## config.mk

```make
export PLATFORM = sky130hd
export DESIGN_NAME = seq_divider
export DESIGN_NICKNAME = d
export VERILOG_FILES = /design/src/rtl/seq_divider.sv
export SDC_FILE = /design/constraint.sdc
export NUM_CORES = 1
export LEC_CHECK = 0
export CAP_MARGIN = 20
export CORE_MARGIN = 3
export CORE_UTILIZATION = 40
export DETAILED_ROUTE_END_ITERATION = 8
export GPL_TIMING_DRIVEN = 0
export PLACE_DENSITY_LB_ADDON = 0.2
export SLEW_MARGIN = 30
export SYNTH_ARGS = -nofsm -noshare
export SYNTH_HDL_FRONTEND = slang
export SYNTH_SLANG_ARGS = --single-unit
export TNS_END_PERCENT = 30
```

## constraint.sdc

```tcl
create_clock -name clk -period 3.4 [get_ports clk]
set_clock_uncertainty 0.15 [all_clocks]
set_input_delay 1.02 -clock clk [delete_from_list [all_inputs] [get_ports clk]]
set_output_delay 1.02 -clock clk [all_outputs]
set_load 0.1 [all_outputs]
```

## src/rtl/seq_divider.sv

```systemverilog
// Sequential radix-2 restoring divider: 2W-bit dividend / W-bit divisor, one quotient bit per cycle.
// Define SEQ_DIVIDER_SIGNED_EN for two's-complement operands; the default build is purely unsigned.
module seq_divider #(
    parameter int W_DIVISOR = 16
) (
    input  logic                   clk,
    input  logic                   rst_n,
    input  logic                   in_valid,
    output logic                   in_ready,
    input  logic [2*W_DIVISOR-1:0] dividend,
    input  logic [W_DIVISOR-1:0]   divisor,
    output logic                   out_valid,
    input  logic                   out_ready,
    output logic [W_DIVISOR-1:0]   quotient,
    output logic [W_DIVISOR-1:0]   remainder,
    output logic                   ovf,
    output logic                   dbz
);

    localparam int W  = W_DIVISOR;
    localparam int WD = 2 * W_DIVISOR;
    localparam int CW = $clog2(WD);

    typedef enum logic [1:0] {IDLE, CALC, FIX, DONE} state_t;

    state_t        state_q, state_d;
    logic [WD-1:0] q_q, q_d;
    logic [W:0]    rem_q, rem_d;
    logic [W-1:0]  dvsr_q, dvsr_d;
    logic [CW-1:0] cnt_q, cnt_d;
    logic [W-1:0]  quot_q, quot_d;
    logic [W-1:0]  rmd_q, rmd_d;
    logic          ovf_q, ovf_d;
    logic          dbz_q, dbz_d;
`ifdef SEQ_DIVIDER_SIGNED_EN
    logic          qneg_q, qneg_d;
    logic          rneg_q, rneg_d;
    localparam logic [W-1:0] MAX_POS = {1'b0, {(W-1){1'b1}}};
    localparam logic [W-1:0] MIN_NEG = {1'b1, {(W-1){1'b0}}};
`endif

    logic          accept;
    logic [W:0]    rem_shift;
    logic          trial_ge;

    assign accept    = in_valid && in_ready;
    assign rem_shift = {rem_q[W-1:0], q_q[WD-1]};
    assign trial_ge  = rem_shift >= {1'b0, dvsr_q};

    // NOTE: state and datapath flops use non-blocking assignments so every flop samples pre-edge values.
    always_ff @(posedge clk or negedge rst_n) begin
        if (!rst_n) begin
            state_q <= IDLE;
        end else begin
            state_q <= state_d;
        end
    end

    always_comb begin
        state_d = state_q;
        case (state_q)
            IDLE: if (accept) state_d = (divisor == '0) ? FIX : CALC;
            CALC: if (cnt_q == '0) state_d = FIX;
            FIX:  state_d = DONE;
            DONE: if (out_ready) state_d = IDLE;
            default: state_d = IDLE;
        endcase
    end

    // in_ready is gated by rst_n so it reads 0 while reset is held and 1 as soon as it is released.
    always_comb begin
        in_ready  = rst_n && (state_q == IDLE);
        out_valid = (state_q == DONE);
    end

    // NOTE: every _d gets a hold default first so no path through the case can infer a latch.
    always_comb begin
        q_d    = q_q;
        rem_d  = rem_q;
        dvsr_d = dvsr_q;
        cnt_d  = cnt_q;
        quot_d = quot_q;
        rmd_d  = rmd_q;
        ovf_d  = ovf_q;
        dbz_d  = dbz_q;
`ifdef SEQ_DIVIDER_SIGNED_EN
        qneg_d = qneg_q;
        rneg_d = rneg_q;
`endif
        case (state_q)
            IDLE: if (accept) begin
                rem_d = '0;
                cnt_d = CW'(WD - 1);
`ifdef SEQ_DIVIDER_SIGNED_EN
                // 2^(WD-1) is representable as an unsigned WD-bit magnitude, so -min needs no extra bit.
                dvsr_d = divisor[W-1] ? -divisor : divisor;
                q_d    = (divisor == '0 || !dividend[WD-1]) ? dividend : -dividend;
                qneg_d = dividend[WD-1] ^ divisor[W-1];
                rneg_d = dividend[WD-1];
`else
                dvsr_d = divisor;
                q_d    = dividend;
`endif
            end
            CALC: begin
                q_d   = {q_q[WD-2:0], trial_ge};
                rem_d = trial_ge ? (rem_shift - {1'b0, dvsr_q}) : rem_shift;
                cnt_d = cnt_q - 1'b1;
            end
            FIX: begin
                if (dvsr_q == '0) begin
                    // Divide by zero: q_q still holds the raw dividend.
                    dbz_d = 1'b1;
                    ovf_d = 1'b0;
                    rmd_d = q_q[W-1:0];
`ifdef SEQ_DIVIDER_SIGNED_EN
                    quot_d = q_q[WD-1] ? MIN_NEG : MAX_POS;
`else
                    quot_d = '1;
`endif
                end else begin
                    dbz_d = 1'b0;
`ifdef SEQ_DIVIDER_SIGNED_EN
                    if (qneg_q) begin
                        ovf_d  = q_q > {{W{1'b0}}, MIN_NEG};
                        quot_d = ovf_d ? MIN_NEG : -q_q[W-1:0];
                    end else begin
                        ovf_d  = q_q > {{W{1'b0}}, MAX_POS};
                        quot_d = ovf_d ? MAX_POS : q_q[W-1:0];
                    end
                    rmd_d = rneg_q ? -rem_q[W-1:0] : rem_q[W-1:0];
`else
                    ovf_d  = |q_q[WD-1:W];
                    quot_d = ovf_d ? '1 : q_q[W-1:0];
                    rmd_d  = rem_q[W-1:0];
`endif
                end
            end
            default: ;
        endcase
    end

    // NOTE: the whole datapath is reset so an aborted operation never leaves a partial result visible.
    always_ff @(posedge clk or negedge rst_n) begin
        if (!rst_n) begin
            q_q    <= '0;
            rem_q  <= '0;
            dvsr_q <= '0;
            cnt_q  <= '0;
            quot_q <= '0;
            rmd_q  <= '0;
            ovf_q  <= 1'b0;
            dbz_q  <= 1'b0;
`ifdef SEQ_DIVIDER_SIGNED_EN
            qneg_q <= 1'b0;
            rneg_q <= 1'b0;
`endif
        end else begin
            q_q    <= q_d;
            rem_q  <= rem_d;
            dvsr_q <= dvsr_d;
            cnt_q  <= cnt_d;
            quot_q <= quot_d;
            rmd_q  <= rmd_d;
            ovf_q  <= ovf_d;
            dbz_q  <= dbz_d;
`ifdef SEQ_DIVIDER_SIGNED_EN
            qneg_q <= qneg_d;
            rneg_q <= rneg_d;
`endif
        end
    end

    assign quotient  = quot_q;
    assign remainder = rmd_q;
    assign ovf       = ovf_q;
    assign dbz       = dbz_q;

endmodule

```

==> metrics.txt <==
Vias/cell 5.84; DRT Pass-1 Iters 7; Worst Hold Class register to register; EDFF count, synth 0; Post-Synth Simple-Gate Area 15.5%; htree depth 3; xor/xnor share of the synthesized area 1.50%; fin nets 824; Clock Path Buffers 2; routed len/inst 18.1 um; Clock Sinks 105; row count 43; Design Power 7.46 mW; worst-path fanout max 4; Worst path slowest cell clkdlybuf4s50_1; hpwl dp 13,000 um; diode count 0; reg2reg start state_q[0]$_DFFE_PN0P_; chip height 127 um; GR Overflow Total 0; CP Depth 2; fin util 52.0%; hold path endpoint quotient[6]$_DFFE_PN0P_; count of cell types in the netlist 60; CTS tree done; post-route ant nets 0; routed wire length 16,900 um; first-pass GRT wire length 27,200 um; Non-Filler Instances 933; register area share after synthesis 45.1%; power density over the cells 1020 nW/um^2; clock root buffer clkbuf_16; RSZ-0062 raised after global routing no; Slew @ Worst Pin 0.975 ns; Worst-Skew Late Latency 0.36 ns; GRT Util Overall 21.2%; worst reg-to-reg setup slack 0.67 ns; Worst Path Arrival 2.13 ns; Crit path largest cell delay 1.15 ns; fin crit period 3.30 ns; Residual DRC 0; fraction of layout cells with a size suffix above 1 6.11%; Initial Utilization 41.5%; Max Cap Viol 0; CP delay by family, top buffers and inverters; min-delay src quotient[6]$_DFFE_PN0P_; post-synthesis mux area share 0.687%; Num CTS Buffers 9; Port Buf Inserts 87; fill count 1,337; io pins 88; CORE AREA 14,000 um^2; CP endpoint kind output pin; Post-Syn Nets 725; Slew Limit Headroom 34.8%; Async SR Flop Fraction 100%; startpoint class of the critical path register; setup bufs post-CTS 0; minimum hold slack 0.354 ns; #FFs+latches synth 105; synthesized-area fraction occupied by adder cells 5.28%; largest net degree at the start of global routing 72; worst-path cell chain ha_1, clkdlybuf4s50_1; ys flop type dfrtp_1; P_leak 2.97 nW; DRT iter0 DRCs 503; WP buf/inv 1; Final Cycle Share 97.0%; clock slew at reported path FFs 0.08 ns; dpl cells 917; WHS Path Cells 1; area of the die 16,000 um^2; final hold vios 0; Cells after Synth 649; Setup CP Type register to output pin; Avg Synthesized Cell Area 8.98 um^2; IR drop worst, VDD 0.000514 V; highest clock rate 0.303 GHz; Synth-to-Final Area Change 25.3%; final setup fails 0; Die X 127 um; Reg2Reg Depth 8; compound-cell area share of the yosys netlist 25.9%; RD Place Congestion 0.892; vias in the first global route 5,250; Post-Synthesis Cell Area 5830 um^2; total vias in the final route 5,446; status finished, final reports clean; Slew Limit Fails 0; RR Endpoint q_q[16]$_DFFE_PN0P_; Synth warnings 0; Worst Path Required 2.23 ns; initial antenna violation count 0; largest family of logic cells by synthesized area compound AO/OA/AOI/OAI gates
## where the power goes
group | total [mW] | switching [mW] | leakage [nW] | internal, mW
sequential | 2.22 | 0.487 | 1.26 | 1.73
combinational | 4.05 | 2.66 | 1.55 | 1.39
clock | 1.19 | 0.517 | 0.167 | 0.668
## flip-flops by register name, indices dropped and copies added, names as in the netlist
signal     cells
state_q        2
rem_q         16
dbz            1
quotient      16
cnt_q          5
q_q           32
remainder     16
dvsr_q        16
ovf            1
## cell families after synthesis
family | Yosys count
xor gates and xnor gates | 10
DFF | 105
AOI/OAI and AO/OA | 217
muxes | 4
and+or+nand+nor | 203
buffers and inverters | 86
adders and majority gates | 24
## cells in the mapped netlist (3+ instances only)
master,count,area (um^2)
nand2_1,128,480
dfrtp_1,105,2630
o21ai_0,46,230
inv_1,42,158
a31oi_1,32,200
clkbuf_1,30,113
o22ai_1,29,181
ha_1,23,288
a22oi_1,17,128
nor2_1,17,63.8
o22a_1,16,140
o211ai_1,14,105
nor4_1,13,81.3
a21oi_1,12,60.1
nand3_1,10,50.1
buf_2,9,45.0
nor3_1,7,35.0
o31a_1,7,61.3
a21o_1,6,45.0
nand4_1,6,37.5
xnor2_1,5,43.8
xor2_1,5,43.8
mux2i_1,4,40.0
or3_1,4,25.0
a211oi_1,3,22.5
a21oi_2,3,26.3
a221o_1,3,30.0
and2_1,3,18.8
nor2b_1,3,18.8
nor4b_1,3,26.3
o21a_1,3,22.5
o21bai_1,3,22.5
## worst reg2reg max path, cell delays in order (launching register included)
cell and delay [ns]:
dfrtp_1 0.42, inv_1 0.12, ha_1 0.27, nand2_1 0.19, nand2_1 0.19, clkbuf_1 0.43, clkbuf_1 0.48, o22ai_1 0.19
a31oi_1 0.20
## layer usage
metal	track usage, %	up-vias	part of all wire [%]
met1	30.4	2671	45
met4	6.44	0	1.7
met2	33.3	200	47
li1	-	2553	-
met3	3.37	22	5.8
met5	0	-	0
## timing repair
| item | 4_1_cts | 5_1_grt |
|---|---|---|
| endpoints found under the setup margin | 1 | 0 |
| hold buffers | 0 | 0 |
| gates resized for setup | 3 | 0 |
## worst max-delay path by stage
stage                           startpoint                    to  slack, ns
floorplan                            rst_n              in_ready       0.47
global placement                     rst_n  cnt_q[4]$_DFFE_PN0P_      -4.49
detailed placement                   rst_n              in_ready      -0.40
CTS                 state_q[0]$_DFFE_PN0P_             out_valid       0.09
global route        state_q[0]$_DFFE_PN0P_             out_valid       0.02
finish              state_q[0]$_DFFE_PN0P_             out_valid       0.10
## cells in the final DEF (no fill, tap or decap), types with 9 or more instances in the layout
cell | synthesis | routed
a31oi_1 | 32 | 32
o21ai_0 | 46 | 46
nor2_1 | 17 | 17
dfrtp_1 | 105 | 105
buf_2 | 9 | 9
clkdlybuf4s50_1 | 0 | 85
clkbuf_16 | 0 | 9
nand3_1 | 10 | 10
nand2_1 | 128 | 128
o22a_1 | 16 | 16
clkbuf_1 | 30 | 30
inv_1 | 42 | 42
nor4_1 | 13 | 13
o22ai_1 | 29 | 29
a21oi_1 | 12 | 12
a22oi_1 | 17 | 17
o211ai_1 | 14 | 14
ha_1 | 23 | 23
## per-stage QoR
step | setup TNS [ns] | setup slack, ns | cell area (um^2)
global placement | -599.96 | -4.49 | 6920
floorplan | 0 | 0.473 | 5830
finish | 0 | 0.102 | 7300
detailed placement | -0.440 | -0.399 | 6950
CTS | 0 | 0.0866 | 7300
global route | 0 | 0.0162 | 7300
## final cells by class
cell class | count | area [um^2] | area share (%)
plain buffers | 44 | 195 | 2.67
well taps | 180 | 225 | 3.09
inverters | 42 | 158 | 2.16
clock inverters | 7 | 116 | 1.59
multi-input cells | 458 | 2850 | 39.0
repair buffers | 88 | 905 | 12.4
flip-flops and latches | 105 | 2630 | 36.0
clock buffers | 9 | 225 | 3.09
(Power assumes the default switching activity.)
